==> config.mk <==
export PLATFORM = sky130hd
export DESIGN_NAME = cordic_issue_ctrl
export DESIGN_NICKNAME = d
export VERILOG_FILES = /design/src/rtl/cordic_ctrl_pkg.sv /design/src/rtl/sync_fifo.sv /design/src/rtl/cordic_issue_ctrl.sv
export SDC_FILE = /design/constraint.sdc
export NUM_CORES = 1
export LEC_CHECK = 0
export ABC_AREA = 1
export CORE_UTILIZATION = 40
export DETAILED_ROUTE_END_ITERATION = 8
export PLACE_DENSITY_LB_ADDON = 0.08
export SLEW_MARGIN = 20
export SYNTH_ARGS = -nofsm -noshare
export SYNTH_HDL_FRONTEND = slang
export SYNTH_SLANG_ARGS = --single-unit
==> constraint.sdc <==
create_clock -name i_clk -period 4.9 [get_ports i_clk]
set_input_delay 0.735 -clock i_clk [delete_from_list [all_inputs] [get_ports i_clk]]
set_output_delay 0.735 -clock i_clk [all_outputs]
set_load 0.05 [all_outputs]
==> src/rtl/cordic_ctrl_pkg.sv <==
// Shared types and default sizing for the CORDIC issue controller.
// The controller FSM states and the per-operation tag that travels alongside the CORDIC pipeline.
package cordic_ctrl_pkg;

    localparam int DEF_THETA_W    = 48;
    localparam int DEF_FIFO_DEPTH = 8;
    localparam int DEF_CORDIC_LAT = 16;
    localparam int DEF_CREDITS    = 4;

    typedef enum logic [1:0] {
        IDLE  = 2'd0,
        ISSUE = 2'd1,
        DRAIN = 2'd2,
        FLUSH = 2'd3
    } ctrl_state_t;

    typedef struct packed {
        logic       valid;
        logic [7:0] idx;
        logic       last;
    } tag_t;

endpackage : cordic_ctrl_pkg

==> src/rtl/sync_fifo.sv <==
// Single-clock FIFO with a first-word-fall-through read port and a synchronous clear.
// A push is accepted while the FIFO is full if a pop happens in the same cycle.
module sync_fifo #(
    parameter int WIDTH = 48,
    parameter int DEPTH = 8
) (
    input  logic             i_clk,
    input  logic             i_rst_n,
    input  logic             i_clr,
    input  logic             i_push,
    input  logic             i_pop,
    input  logic [WIDTH-1:0] i_data,
    output logic [WIDTH-1:0] o_data,
    output logic             o_full,
    output logic             o_empty
);

    localparam int AW = $clog2(DEPTH);

    // Pointers carry one extra wrap bit so that full and empty can be told apart.
    logic [AW:0]      r_wr_ptr;
    logic [AW:0]      r_rd_ptr;
    logic [WIDTH-1:0] r_mem [DEPTH];
    logic             w_do_push;
    logic             w_do_pop;

    assign o_empty   = (r_wr_ptr == r_rd_ptr);
    assign o_full    = (r_wr_ptr[AW] != r_rd_ptr[AW]) &&
                       (r_wr_ptr[AW-1:0] == r_rd_ptr[AW-1:0]);
    assign w_do_pop  = i_pop && !o_empty && !i_clr;
    assign w_do_push = i_push && (!o_full || w_do_pop) && !i_clr;
    assign o_data    = r_mem[r_rd_ptr[AW-1:0]];

    // NOTE: sequential state uses non-blocking assignments so every register samples pre-edge values.
    always_ff @(posedge i_clk or negedge i_rst_n) begin
        if (!i_rst_n) begin
            r_wr_ptr <= '0;
            r_rd_ptr <= '0;
        end else if (i_clr) begin
            r_wr_ptr <= '0;
            r_rd_ptr <= '0;
        end else begin
            if (w_do_push) r_wr_ptr <= r_wr_ptr + 1'b1;
            if (w_do_pop)  r_rd_ptr <= r_rd_ptr + 1'b1;
        end
    end

    // NOTE: storage has no reset; the pointers alone decide which entries are meaningful.
    always_ff @(posedge i_clk) begin
        if (w_do_push) r_mem[r_wr_ptr[AW-1:0]] <= i_data;
    end

endmodule : sync_fifo

==> src/rtl/cordic_issue_ctrl.sv <==
// Buffers theta words, issues them to the CORDIC under downstream credit control, and
// shadows the CORDIC pipeline with a tag shift register so each result leaves with its burst index.
module cordic_issue_ctrl
    import cordic_ctrl_pkg::*;
#(
    parameter int THETA_W    = DEF_THETA_W,
    parameter int FIFO_DEPTH = DEF_FIFO_DEPTH,
    parameter int CORDIC_LAT = DEF_CORDIC_LAT,
    parameter int CREDITS    = DEF_CREDITS
) (
    input  logic               i_clk,
    input  logic               i_rst_n,
    input  logic               i_burst_load,
    input  logic [7:0]         i_burst_len,
    input  logic               i_theta_valid,
    input  logic [THETA_W-1:0] i_theta,
    input  logic               i_flush,
    input  logic               i_pipeline_en,
    input  logic               i_credit_ret,
    output logic               o_cordic_start,
    output logic [THETA_W-1:0] o_cordic_theta,
    output logic               o_res_valid,
    output logic [7:0]         o_res_idx,
    output logic               o_res_last,
    output logic               o_busy,
    output logic               o_ovf_err,
    output logic               o_seq_err
);

    localparam logic [3:0] CREDITS_MAX = 4'(CREDITS);

    ctrl_state_t        r_state;
    ctrl_state_t        w_state_nxt;
    logic [3:0]         r_credits;
    logic [7:0]         r_remaining;
    logic [7:0]         r_idx;
    tag_t               r_start_tag;
    logic [THETA_W-1:0] r_theta;
    tag_t               r_tag_pipe [CORDIC_LAT];
    logic               r_ovf_err;
    logic               r_seq_err;

    logic               w_fifo_full;
    logic               w_fifo_empty;
    logic [THETA_W-1:0] w_fifo_data;
    logic               w_push;
    logic               w_issue;
    logic               w_drop;
    logic               w_load_ok;
    logic               w_seq_err;
    logic               w_pipe_busy;
    tag_t               w_new_tag;
    tag_t               w_res_tag;
    logic               w_res_valid;

    // Flush beats a same-cycle theta write; that word is discarded without an overflow report.
    assign w_push    = i_theta_valid && !i_flush;
    assign w_issue   = !w_fifo_empty && (r_credits != 4'd0) && i_pipeline_en &&
                       !i_flush && (r_state != FLUSH);
    assign w_drop    = w_push && w_fifo_full && !w_issue;
    assign w_load_ok = i_burst_load && (i_burst_len != 8'd0) && !i_flush;

    sync_fifo #(
        .WIDTH (THETA_W),
        .DEPTH (FIFO_DEPTH)
    ) u_theta_fifo (
        .i_clk   (i_clk),
        .i_rst_n (i_rst_n),
        .i_clr   (i_flush),
        .i_push  (w_push),
        .i_pop   (w_issue),
        .i_data  (i_theta),
        .o_data  (w_fifo_data),
        .o_full  (w_fifo_full),
        .o_empty (w_fifo_empty)
    );

    // NOTE: every always_comb output gets a default first so no path can infer a latch.
    always_comb begin
        w_new_tag       = '0;
        w_new_tag.valid = 1'b1;
        w_new_tag.idx   = r_idx;
        w_new_tag.last  = (r_remaining <= 8'd1);
    end

    assign w_seq_err = !i_flush && (
                           (i_burst_load && (i_burst_len == 8'd0)) ||
                           (w_load_ok && (r_remaining != 8'd0)) ||
                           (i_credit_ret && !w_issue && (r_credits == CREDITS_MAX)) ||
                           (w_issue && (r_remaining == 8'd0)));

    // The issue register holds through a stall so the CORDIC accepts the operation on the next enabled cycle.
    always_ff @(posedge i_clk or negedge i_rst_n) begin
        if (!i_rst_n) begin
            r_start_tag <= '0;
            r_theta     <= '0;
        end else if (i_flush) begin
            r_start_tag <= '0;
            r_theta     <= '0;
        end else if (i_pipeline_en) begin
            r_start_tag <= w_issue ? w_new_tag : '0;
            r_theta     <= w_issue ? w_fifo_data : '0;
        end
    end

    always_ff @(posedge i_clk or negedge i_rst_n) begin
        if (!i_rst_n) begin
            for (int k = 0; k < CORDIC_LAT; k++) r_tag_pipe[k] <= '0;
        end else if (i_flush) begin
            for (int k = 0; k < CORDIC_LAT; k++) r_tag_pipe[k] <= '0;
        end else if (i_pipeline_en) begin
            r_tag_pipe[0] <= r_start_tag;
            for (int k = 1; k < CORDIC_LAT; k++) r_tag_pipe[k] <= r_tag_pipe[k-1];
        end
    end

    always_ff @(posedge i_clk or negedge i_rst_n) begin
        if (!i_rst_n) begin
            r_credits <= CREDITS_MAX;
        end else if (i_flush) begin
            r_credits <= CREDITS_MAX;
        end else if (w_issue && !i_credit_ret) begin
            r_credits <= r_credits - 4'd1;
        end else if (!w_issue && i_credit_ret && (r_credits != CREDITS_MAX)) begin
            r_credits <= r_credits + 4'd1;
        end
    end

    // A burst load takes priority over the index/remaining update of a same-cycle issue.
    always_ff @(posedge i_clk or negedge i_rst_n) begin
        if (!i_rst_n) begin
            r_remaining <= '0;
            r_idx       <= '0;
        end else if (i_flush) begin
            r_remaining <= '0;
            r_idx       <= '0;
        end else if (w_load_ok) begin
            r_remaining <= i_burst_len;
            r_idx       <= '0;
        end else if (w_issue) begin
            r_idx <= r_idx + 8'd1;
            if (r_remaining != 8'd0) r_remaining <= r_remaining - 8'd1;
        end
    end

    always_ff @(posedge i_clk or negedge i_rst_n) begin
        if (!i_rst_n) begin
            r_ovf_err <= 1'b0;
            r_seq_err <= 1'b0;
        end else begin
            r_ovf_err <= w_drop;
            r_seq_err <= w_seq_err;
        end
    end

    always_comb begin
        w_pipe_busy = r_start_tag.valid;
        for (int k = 0; k < CORDIC_LAT; k++) w_pipe_busy = w_pipe_busy | r_tag_pipe[k].valid;
    end

    always_comb begin
        w_state_nxt = r_state;
        if (i_flush) begin
            w_state_nxt = FLUSH;
        end else begin
            case (r_state)
                IDLE:    if (w_load_ok) w_state_nxt = ISSUE;
                ISSUE:   if (w_issue && (r_remaining == 8'd1) && !w_load_ok) w_state_nxt = DRAIN;
                DRAIN: begin
                    if (w_load_ok)                        w_state_nxt = ISSUE;
                    else if (!w_pipe_busy && w_fifo_empty) w_state_nxt = IDLE;
                end
                FLUSH:   w_state_nxt = IDLE;
                default: w_state_nxt = IDLE;
            endcase
        end
    end

    always_ff @(posedge i_clk or negedge i_rst_n) begin
        if (!i_rst_n) r_state <= IDLE;
        else          r_state <= w_state_nxt;
    end

    // The final stage only counts as a result on an enabled cycle, so a stalled tag is reported once.
    assign w_res_tag   = r_tag_pipe[CORDIC_LAT-1];
    assign w_res_valid = w_res_tag.valid && i_pipeline_en && !i_flush && (r_state != FLUSH);

    assign o_cordic_start = r_start_tag.valid && !i_flush;
    assign o_cordic_theta = i_flush ? '0 : r_theta;
    assign o_res_valid    = w_res_valid;
    assign o_res_idx      = w_res_valid ? w_res_tag.idx : 8'd0;
    assign o_res_last     = w_res_valid && w_res_tag.last;
    assign o_busy         = (r_state != IDLE);
    assign o_ovf_err      = r_ovf_err;
    assign o_seq_err      = r_seq_err;

endmodule : cordic_issue_ctrl

; Yosys cells after proc, flatten, opt, wreduce, memory -nomap -nowiden
; Memories as Yosys holds them, arrays and structs flattened.
; Cells that the tools add are included.
[totals]
register_bits = 250
ramBits = 384
output_inout_bits = 62
n_memories = 1
[classes]
n_addsub = 6
n_lt_le_gt_ge = 1
eq_ne = 13
mux = 32
bitwise = 16
reduce_logical = 56
[mem_list]
columns = name, depth, word_bits, read_ports, rd_ports_with_merged_regs, write_ports, line
row1 = u_theta_fifo.r_mem, 8, 48, 1, 0, 1, sync_fifo.sv:23  ; logic [WIDTH-1:0] r_mem [DEPTH];
[ops]
columns = operator, count
row1 = $mux 160, 2
row2 = $mux 48, 4
row3 = $mux 8, 8
row4 = $logic_and 1x1->1, 30
row5 = $mux 10, 3
row6 = $mux 4, 7
row7 = $logic_not 8->1, 2
row8 = $or 1x1->1, 16
row9 = $reduce_bool 8->1, 2
row10 = $add 4x1->4 const B, 3
row11 = $mux 2, 5
row12 = $reduce_bool 3->1, 3
row13 = $add 8x1->8 const B, 1
row14 = $eq 8x1->1 const B, 1
row15 = $le 8x1->1 const B, 1
row16 = $pmux 2 s4, 1
row17 = $reduce_bool 2->1, 4
row18 = $sub 8x1->8 const B, 1
row19 = $logic_not 1->1, 7
row20 = $ne 3x3->1 const B, 2
row21 = $eq 2x2->1 const B, 2
row22 = $eq 4x3->1 const B, 1
row23 = $eq 4x4->1, 1
row24 = $logic_or 1x1->1, 4
row25 = 12 further kinds, 13

; Logic depth before layout (Yosys ltp)
; Gate-level depths: netlist of the first run.
[logic_depth]
ltp_word = 22
depth_mapped = 18
depth_no_buf = 17

; Cells and area by module
; A second synthesis of the first run with hierarchy kept.
[hier_totals]
hier_cells = 2216
hier_area_um2 = 25126.6
[modules_own_cells]
columns = module, n_inst, cells_each, area_per_inst_um2
row1 = sync_fifo, 1, 1169, 15314.7
row2 = cordic_issue_ctrl, 1, 1047, 9811.9

; Worst setup path after synthesis of the first run
; Ideal clock, no wire load.
[synth_path]
path_kind = in2reg
start = input i_pipeline_en
end = memory u_theta_fifo.r_mem[2][0] (enable)
setup_ns = 0.513
arrival_time_ns = 4.929
required_time_ns = 4.387
slack_ns = -0.543
stages = 9
path_cell_list = buf_6 -> inv_2 -> nor2_4 -> nand2_2 -> a21oi_4 -> nand3b_2 -> nand2_4 -> buf_6 -> nor3_1
[synth_between]
elab_chain_len = 10
[synth_lines]
columns = element, line
row1 = "start, declared", cordic_issue_ctrl.sv:18  ; input logic i_pipeline_en,
row2 = $logic_and 1x1->1 (2 in series), cordic_issue_ctrl.sv:58  ; assign w_issue = !w_fifo_empty && (r_credits != 4'd0) && i_pipeline_en &&
row3 = $logic_and 1x1->1, cordic_issue_ctrl.sv:59  ; !i_flush && (r_state != FLUSH);
row4 = $logic_and 1x1->1 (2 in series), sync_fifo.sv:30  ; assign w_do_pop = i_pop && !o_empty && !i_clr;
row5 = $logic_or 1x1->1, sync_fifo.sv:31  ; assign w_do_push = i_push && (!o_full || w_do_pop) && !i_clr;
row6 = $logic_and 1x1->1 (2 in series), sync_fifo.sv:31
row7 = $mux 1, sync_fifo.sv:50  ; if (w_do_push) r_mem[r_wr_ptr[AW-1:0]] <= i_data;
row8 = $mux 1 (not written as such), sync_fifo.sv:50
row9 = "end, declared", sync_fifo.sv:23
; Every way passes these cells.

; Worst setup path after layout of the first run
[layout_path]
start = input i_pipeline_en
end = output o_res_last
[layout_between]
elab_chain_len = 4
[layout_lines]
columns = element, line
row1 = $logic_and 1x1->1 (3 in series), cordic_issue_ctrl.sv:186  ; assign w_res_valid = w_res_tag.valid && i_pipeline_en && !i_flush && (r_state != FLUSH);
row2 = $logic_and 1x1->1, cordic_issue_ctrl.sv:192  ; assign o_res_last = w_res_valid && w_res_tag.last;
row3 = "end, declared", cordic_issue_ctrl.sv:24  ; output logic o_res_last,
; Every way passes these cells.

==> metrics, run 1 <==
Final GP Congestion 0.774; CTS sink cnt 634; top post-synthesis cells by area edfxtp_1, dfrtp_1, inv_1, nand2_1, o22ai_1; Worst Setup End Kind primary output; fraction of registers with async set/reset 39.4%; CTS root buffer clkbuf_16; Reg clk slew, reported paths 0.05 ns; row count 91; DR vias 16,400; Crit Path Category in2out; critical path startpoint category primary input; share of cells above drive strength 1 7.33%; grt ovf 0; share of the synthesized area in the top cell type 45.8%; antenna viol nets, final 0; status complete, no violations; Port Buf Inserts 124; final worst path period share 76.5%; number of flops mapped to enable cells by yosys 384; routed wire length per instance 19.3 um; Post-Syn Area 0.0252 mm^2; post-route insts no fill 3,144; hold buffers post-CTS 0; synthesized instance count 2,153; commonest non-fill, non-tap cell in the layout edfxtp_1; DRT iter0 DRCs 1,213; Clock Latency Late Sink 0.60 ns; cell taking the most area after synthesis edfxtp_1; Synth Flop Type edfxtp_1; Netlist cell types 39; post-detail-place hpwl 31,900 um; first-pass GRT wire length 94,600 um; launch point of the worst reg-to-reg path u_theta_fifo.r_rd_ptr[0]; Die Wd 253 um; DRT Pass-1 Iters 5; DRC 0; final wirelength 60,600 um; met3 Use GR 3.38%; Worst-Margin Slew 1.03 ns; Mapped Nets 2,224; met1 Resource Use GR 25.9%; slew margin rel. 31.5%; core area 0.0619 mm^2; Synth Register Bits 634; fillers 5,664; met2 usage 32.2%; Die Area 0.0639 mm^2; number of buffers created by CTS 71; endpoints failing hold 0; IO Count 125; vias in the first global route 16,500; # nets final 2,320; Vias/cell 5.21; Initial Util 40.6%; Vert. Die Dim 253 um; Worst Path Required 4.16 ns; Warnings, synthesis 0; endpoints failing setup 0; Setup WS post-layout 1.15 ns; n_diodes 0; worst slack, placed 1.07 ns; max-slew violations 0; Post-Place Cells 3,013; fmax 267 MHz; Seq/Total Area, Yosys 70.7%; commonest cells after routing, fill and taps aside edfxtp_1, inv_1, dfrtp_1; pin count of the biggest net entering global routing 112; critical path peak fanout 9; Fin Hold WS 0.229 ns; CTS tree yes; clock skew 0.0130 ns; PD cells 411 mW/mm^2; CTS max path bufs 3; Worst Path Arrival 3.01 ns; H-tree depth 3; r2r setup slk 1.66 ns; min-delay worst type in2async; Syn-to-layout area delta 17.4%; total of max-cap violations 0; R2R depth 12; Synth Area per Inst 11.7 um^2; initial antenna violation count 4; unrepaired setup endpoints after global routing no; Global Route Usage Sum 19.3%; gr busiest metal met2; leak pwr 11.1 nW; post-CTS setup buffers 0; Peak VDD IR 0.233 mV; Final min period 3.75 ns; CTS resizes 0; final core occ 47.7%; worst reg2reg path endpoint r_remaining[0]
kinds of logic (layout without fill, tap and decap cells):
group           count (synthesis)  count (layout)  synth area share (%)
simple gates                  567             567                  9.27
compound gates                543             543                  13.0
flops                         634             634                  70.7
fa+ha+maj                       8               8                 0.427
buf+inv                       393             547                  6.36
xor+xnor                        8               8                 0.278
state kept, by name, summed over array words and instances, names as in the netlist:
signal	cells
o_ovf_err	1
r_state	2
o_seq_err	1
r_remaining	8
r_start_tag	10
r_tag_pipe	160
u_theta_fifo.r_mem	384
r_theta	48
u_theta_fifo.r_rd_ptr	4
r_idx	8
r_credits	4
u_theta_fifo.r_wr_ptr	4
final cells by class:
cell class              instances  area (um^2)  share of cell area [%]
clock buffers                 109         2150                    7.27
clock inverters                22          180                   0.610
inverters                     258          983                    3.33
multi-input cells            1126         5820                    19.7
flip-flops and latches        634        17800                    60.2
well taps                     837         1050                    3.54
repair buffers                158         1570                    5.32
power by group:
part / internal (mW) / total, mW / switching, mW
clock network: 3.13 / 5.23 / 2.09
registers: 5.81 / 5.89 / 0.0791
logic: 0.317 / 1.03 / 0.717
per-stage QoR:
step	cell area [um^2]	power, mW	setup TNS [ns]
final	29500	12.1	0
after detailed placement	27200	7.04	0
after CTS	29500	12.3	0
after global routing	29500	12.6	0
after global placement	27200	7.03	0
after floorplan	25200	6.65	-156.23
worst max-delay path by stage:
stage / from / end / cells past startpoint / slack (ns)
after CTS: i_pipeline_en / o_res_idx[3] / 8 / 1.06
after global routing: i_pipeline_en / o_res_last / 8 / 0.96
after global placement: i_pipeline_en / o_res_idx[2] / 8 / 1.10
after detailed placement: i_pipeline_en / o_res_idx[3] / 8 / 1.07
final: i_pipeline_en / o_res_last / 8 / 1.15
after floorplan: i_pipeline_en / u_theta_fifo.r_mem[2][0] / 9 / -0.54
synth_stat cells (2+ instances only):
master and number:
edfxtp_1 384, inv_1 250, dfrtp_1 249, nand2_1 241, nor2_1 200, o21ai_0 170
o22ai_1 140, a21oi_1 95, nand3_1 93, clkbuf_1 83, o221ai_1 54, a22o_1 42
o21ai_1 38, buf_2 24, nor3_1 16, buf_1 14, buf_6 7, ha_1 7
nand4_1 7, xor2_1 6, buf_4 5, inv_2 5, buf_8 2, clkinv_1 2
nand2_2 2, nand2_4 2, nand3b_1 2, xnor2_1 2
metal layers:
| layer | wire length (um) | share of wire (%) |
|---|---|---|
| met3 | 2600 | 4.3 |
| met1 | 27500 | 45 |
| met5 | 56 | 0.092 |
| met2 | 29300 | 48 |
| met4 | 1200 | 2.0 |
critical path: stages:
cell,delay (ns)
clkdlybuf4s50_1,0.50
inv_2,0.05
nor2_4,0.14
nand2_2,0.11
nor2_1,0.15
clkinv_1,0.31
nor2_1,0.19
clkdlybuf4s50_1,0.82
No activity file was read; power rests on OpenSTA's default activity.
==> inputs of run 2 (changes only) <==
==> constraint.sdc (replaced) <==
create_clock -name i_clk -period 3.7 [get_ports i_clk]
set_input_delay 0.555 -clock i_clk [delete_from_list [all_inputs] [get_ports i_clk]]
set_output_delay 0.555 -clock i_clk [all_outputs]
set_load 0.05 [all_outputs]
==> metrics, run 2 (synthesis results as in run 1) <==
CTS max path bufs 3; Sequential Power Share 47.3%; Syn-to-layout area delta 18.9%; number of buffers created by CTS 71; Vias/cell 5.19; Design Power 16.5 mW; slew margin rel. 21.6%; final worst path period share 79.3%; Post-Place Cells 3,016; critical path peak fanout 9; Initial Util 40.6%; endpoints failing setup 0; clock skew 0.0186 ns; logic gate share of total power 8.7%; unrepaired setup endpoints after global routing no; min-delay worst type reg2reg; max reg flops 384; H-tree depth 3; total of max-cap violations 0; Final min period 2.93 ns; share of cells above drive strength 1 7.84%; DRT iter0 DRCs 1,196; final wirelength 59,700 um; Worst-Margin Slew 1.18 ns; Setup WS post-layout 0.768 ns; Clk pwr share 44.1%; met2 usage 31.3%; post-detail-place hpwl 32,800 um; fin area 0.0299 mm^2; CTS root buffer clkbuf_16; Sw Pwr 3.90 mW; leak pwr 11.2 nW; Die Wd 253 um; status complete, no violations; met1 Resource Use GR 25.8%; vias in the first global route 16,600; Port Buf Inserts 124; IO Count 125; CTS sink cnt 634; Worst Path Required 3.14 ns; critical path startpoint category primary input; PD cells 550 mW/mm^2; Crit Path Category in2out; pin count of the biggest net entering global routing 195; initial antenna violation count 5; endpoints failing hold 0; met3 Use GR 3.29%; # nets final 2,324; Worst Path Arrival 2.38 ns; Worst Setup End Kind primary output; commonest cells after routing, fill and taps aside edfxtp_1, inv_1, dfrtp_1; antenna viol nets, final 0; Post-DP Area 0.0275 mm^2; Vert. Die Dim 253 um; Final GP Congestion 0.756; fmax 341 MHz; row count 91; Peak VDD IR 0.276 mV; CTS tree yes; DR vias 16,400; commonest non-fill, non-tap cell in the layout edfxtp_1; DRT Pass-1 Iters 5; switch share 23.7%; gr busiest metal met2; grt ovf 0; Fin Hold WS 0.484 ns; DRC 0; Global Route Usage Sum 19.0%; Die Area 0.0639 mm^2; first-pass GRT wire length 94,500 um; max-slew violations 0; CTS resizes 0; core area 0.0619 mm^2; Final TNS setup 0 ns; worst slack, placed 0.610 ns; Reg clk slew, reported paths 0.06 ns; post-route insts no fill 3,149; routed wire length per instance 18.9 um; Cell Int Power 12.6 mW; final core occ 48.3%; Clock Latency Late Sink 0.60 ns
## run 2: timing repair
item                      4_1_cts  5_1_grt
setup buffers                   0        0
hold buffers                    1        0
hold endpoints to repair       38        0
## run 2: worst max-delay path, cell delays in order
cell             delay, ns
clkdlybuf4s50_1       0.52
inv_2                 0.06
nor2_4                0.14
nand2_2               0.11
nor2_1                0.15
clkinv_1              0.34
nor2_1                0.32
buf_12                0.17
## run 2: power by group through the flow
stage                     clock network, mW  logic (mW)  registers [mW]
after floorplan                           0       0.906            7.90
after global placement                    0        1.44            7.92
after detailed placement                  0        1.45            7.92
after CTS                              7.46        1.45            7.78
after global routing                   7.71        1.59            7.80
final                                  7.26        1.43            7.78
## run 2: layer usage
metal  routed length, um  vias to the layer above  share of wire, %
met5                  59                        -             0.099
met4                1000                        8               1.7
met3                2770                       82               4.6
met2               28700                      308                48
met1               27100                     8223                45
li1                    -                     7735                 -
## run 2: layout make-up
class / count / area, um^2
fill: 5591 / 32000
sequential: 634 / 17800
multi-input combinational: 1126 / 5860
clock buffer: 102 / 2000
timing repair buffer: 162 / 1820
tap: 837 / 1050
inverter: 258 / 983
clock inverter: 28 / 423
antenna: 2 / 5.00
## run 2: worst paths after layout
path,startpoint,endpoint,slack (ns),depth (start not counted)
worst max-delay path,i_pipeline_en,o_res_idx[1],0.77,8
worst min-delay path,r_start_tag[7],r_start_tag[7],0.48,2
worst max register to register,u_theta_fifo.r_wr_ptr[0],r_credits[3],0.93,16
worst min register to register,r_start_tag[7],r_start_tag[7],0.48,2
max in group asynchronous,i_rst_n,r_credits[2],2.24,3
min in group asynchronous,i_rst_n,r_tag_pipe[26],0.55,2
==> inputs of run 3 (changes only) <==
==> constraint.sdc (replaced) <==
create_clock -name i_clk -period 2.7 [get_ports i_clk]
set_input_delay 0.405 -clock i_clk [delete_from_list [all_inputs] [get_ports i_clk]]
set_output_delay 0.405 -clock i_clk [all_outputs]
set_load 0.05 [all_outputs]
==> metrics, run 3 (synthesis results as in run 1) <==
DR vias 16,500; Design Power 22.6 mW; DRT iter0 DRCs 1,162; Port Buf Inserts 124; Final GP Congestion 0.804; Vert. Die Dim 253 um; worst slack, placed 0.0523 ns; Crit Path Category reg2out; post-route insts no fill 3,175; Worst-Margin Slew 1.01 ns; routed wire length per instance 19.2 um; critical path peak fanout 3; vias in the first global route 16,900; fmax 392 MHz; CTS max path bufs 3; endpoints failing setup 0; Setup WS post-layout 0.150 ns; Global Route Usage Sum 19.5%; final core occ 49.0%; status complete, no violations; Worst Path Arrival 2.14 ns; number of buffers created by CTS 69; Final min period 2.55 ns; max-slew violations 0; share of cells above drive strength 1 9.97%; total of max-cap violations 0; Reg clk slew, reported paths 0.05 ns; antenna viol nets, final 0; CTS sink cnt 634; Die Area 0.0639 mm^2; Syn-to-layout area delta 20.7%; PD cells 743 mW/mm^2; first-pass GRT wire length 96,900 um; endpoints failing hold 0; commonest non-fill, non-tap cell in the layout edfxtp_1; pin count of the biggest net entering global routing 195; clock skew 0.0292 ns; final worst path period share 94.4%; CTS root buffer clkbuf_16; Post-Place Cells 3,048; final wirelength 60,900 um; r2r setup slk 0.41 ns; H-tree depth 3; Final TNS setup 0 ns; commonest cells after routing, fill and taps aside edfxtp_1, inv_1, dfrtp_1; Vias/cell 5.19; CTS tree yes; Worst Path Required 2.30 ns; slew margin rel. 32.4%; unrepaired setup endpoints after global routing no; Peak VDD IR 0.420 mV; leak pwr 11.5 nW; row count 91; # nets final 2,355; Die Wd 253 um; min-delay worst type in2reg; post-detail-place hpwl 36,000 um; max reg flops 384; DRC 0; initial antenna violation count 0; Clock Latency Late Sink 0.61 ns; core area 0.0619 mm^2; Initial Util 40.6%; critical path startpoint category flip-flop; Worst Setup End Kind primary output; DRT Pass-1 Iters 5; IO Count 125; grt ovf 0
-- run 3: changes by cell type in the layout (fill, tap and decap cells not counted), sizes merged --
cell	before	now
diode	2	1
bufinv	9	11
buf	49	89
inv	263	258
clkinv	12	19
clkinvlp	2	4
clkbuf	102	90
clkdlybuf4s50	112	105
-- run 3: per-stage QoR --
step                      instance area, um^2  hold slack, ns
after floorplan                         25300           0.109
after global placement                  28000           0.397
after detailed placement                28000           0.401
after CTS                               30400           0.330
after global routing                    30400           0.365
final                                   30400           0.354
-- run 3: layer usage --
metal  routed length (um)  vias to the layer above  global-route usage (%)
met5                    0                        -                       0
met4                 1190                        0                    5.58
met3                 2270                       84                    3.23
met2                29600                      316                    32.2
met1                27800                     8294                    26.5
li1                     -                     7796                       -
-- run 3: critical path, cell delays in order, from the launching register on --
cell and delay, ns:
dfrtp_1 0.36, inv_1 0.07, nor2_1 0.26, clkdlybuf4s50_1 0.87
-- run 3: path summary, 6_finish.rpt --
path | from | to | depth (start not counted)
setup / recovery | r_start_tag[9] | o_cordic_start | 3
hold / removal | i_flush | r_tag_pipe[159] | 4
setup reg to reg | u_theta_fifo.r_rd_ptr[1] | r_credits[3] | 16
hold reg to reg | r_tag_pipe[58] | r_tag_pipe[58] | 2
max in group asynchronous | i_rst_n | r_tag_pipe[129] | 3
min in group asynchronous | i_rst_n | r_tag_pipe[16] | 2
-- run 3: cell type report --
cell class	count	area, um^2
clock buffers	90	1920
repair buffers	195	2260
inverters	258	990
clock inverters	34	472
fillers	5562	31600
multi-input cells	1126	5900
well taps	837	1050
diodes	1	2.50
flip-flops and latches	634	17800
-- run 3: power breakdown --
part,internal (mW),leakage [nW],switching (mW)
clock,6.07,1.16,3.81
sequential,10.5,6.93,0.111
combinational,0.651,3.37,1.40
-- run 3: what timing repair did --
action,in CTS,in global routing
setup buffers,0,1
gates resized for setup,0,1
setup endpoints to repair,0,1
hold buffers,1,0
endpoints found under the hold margin,53,0
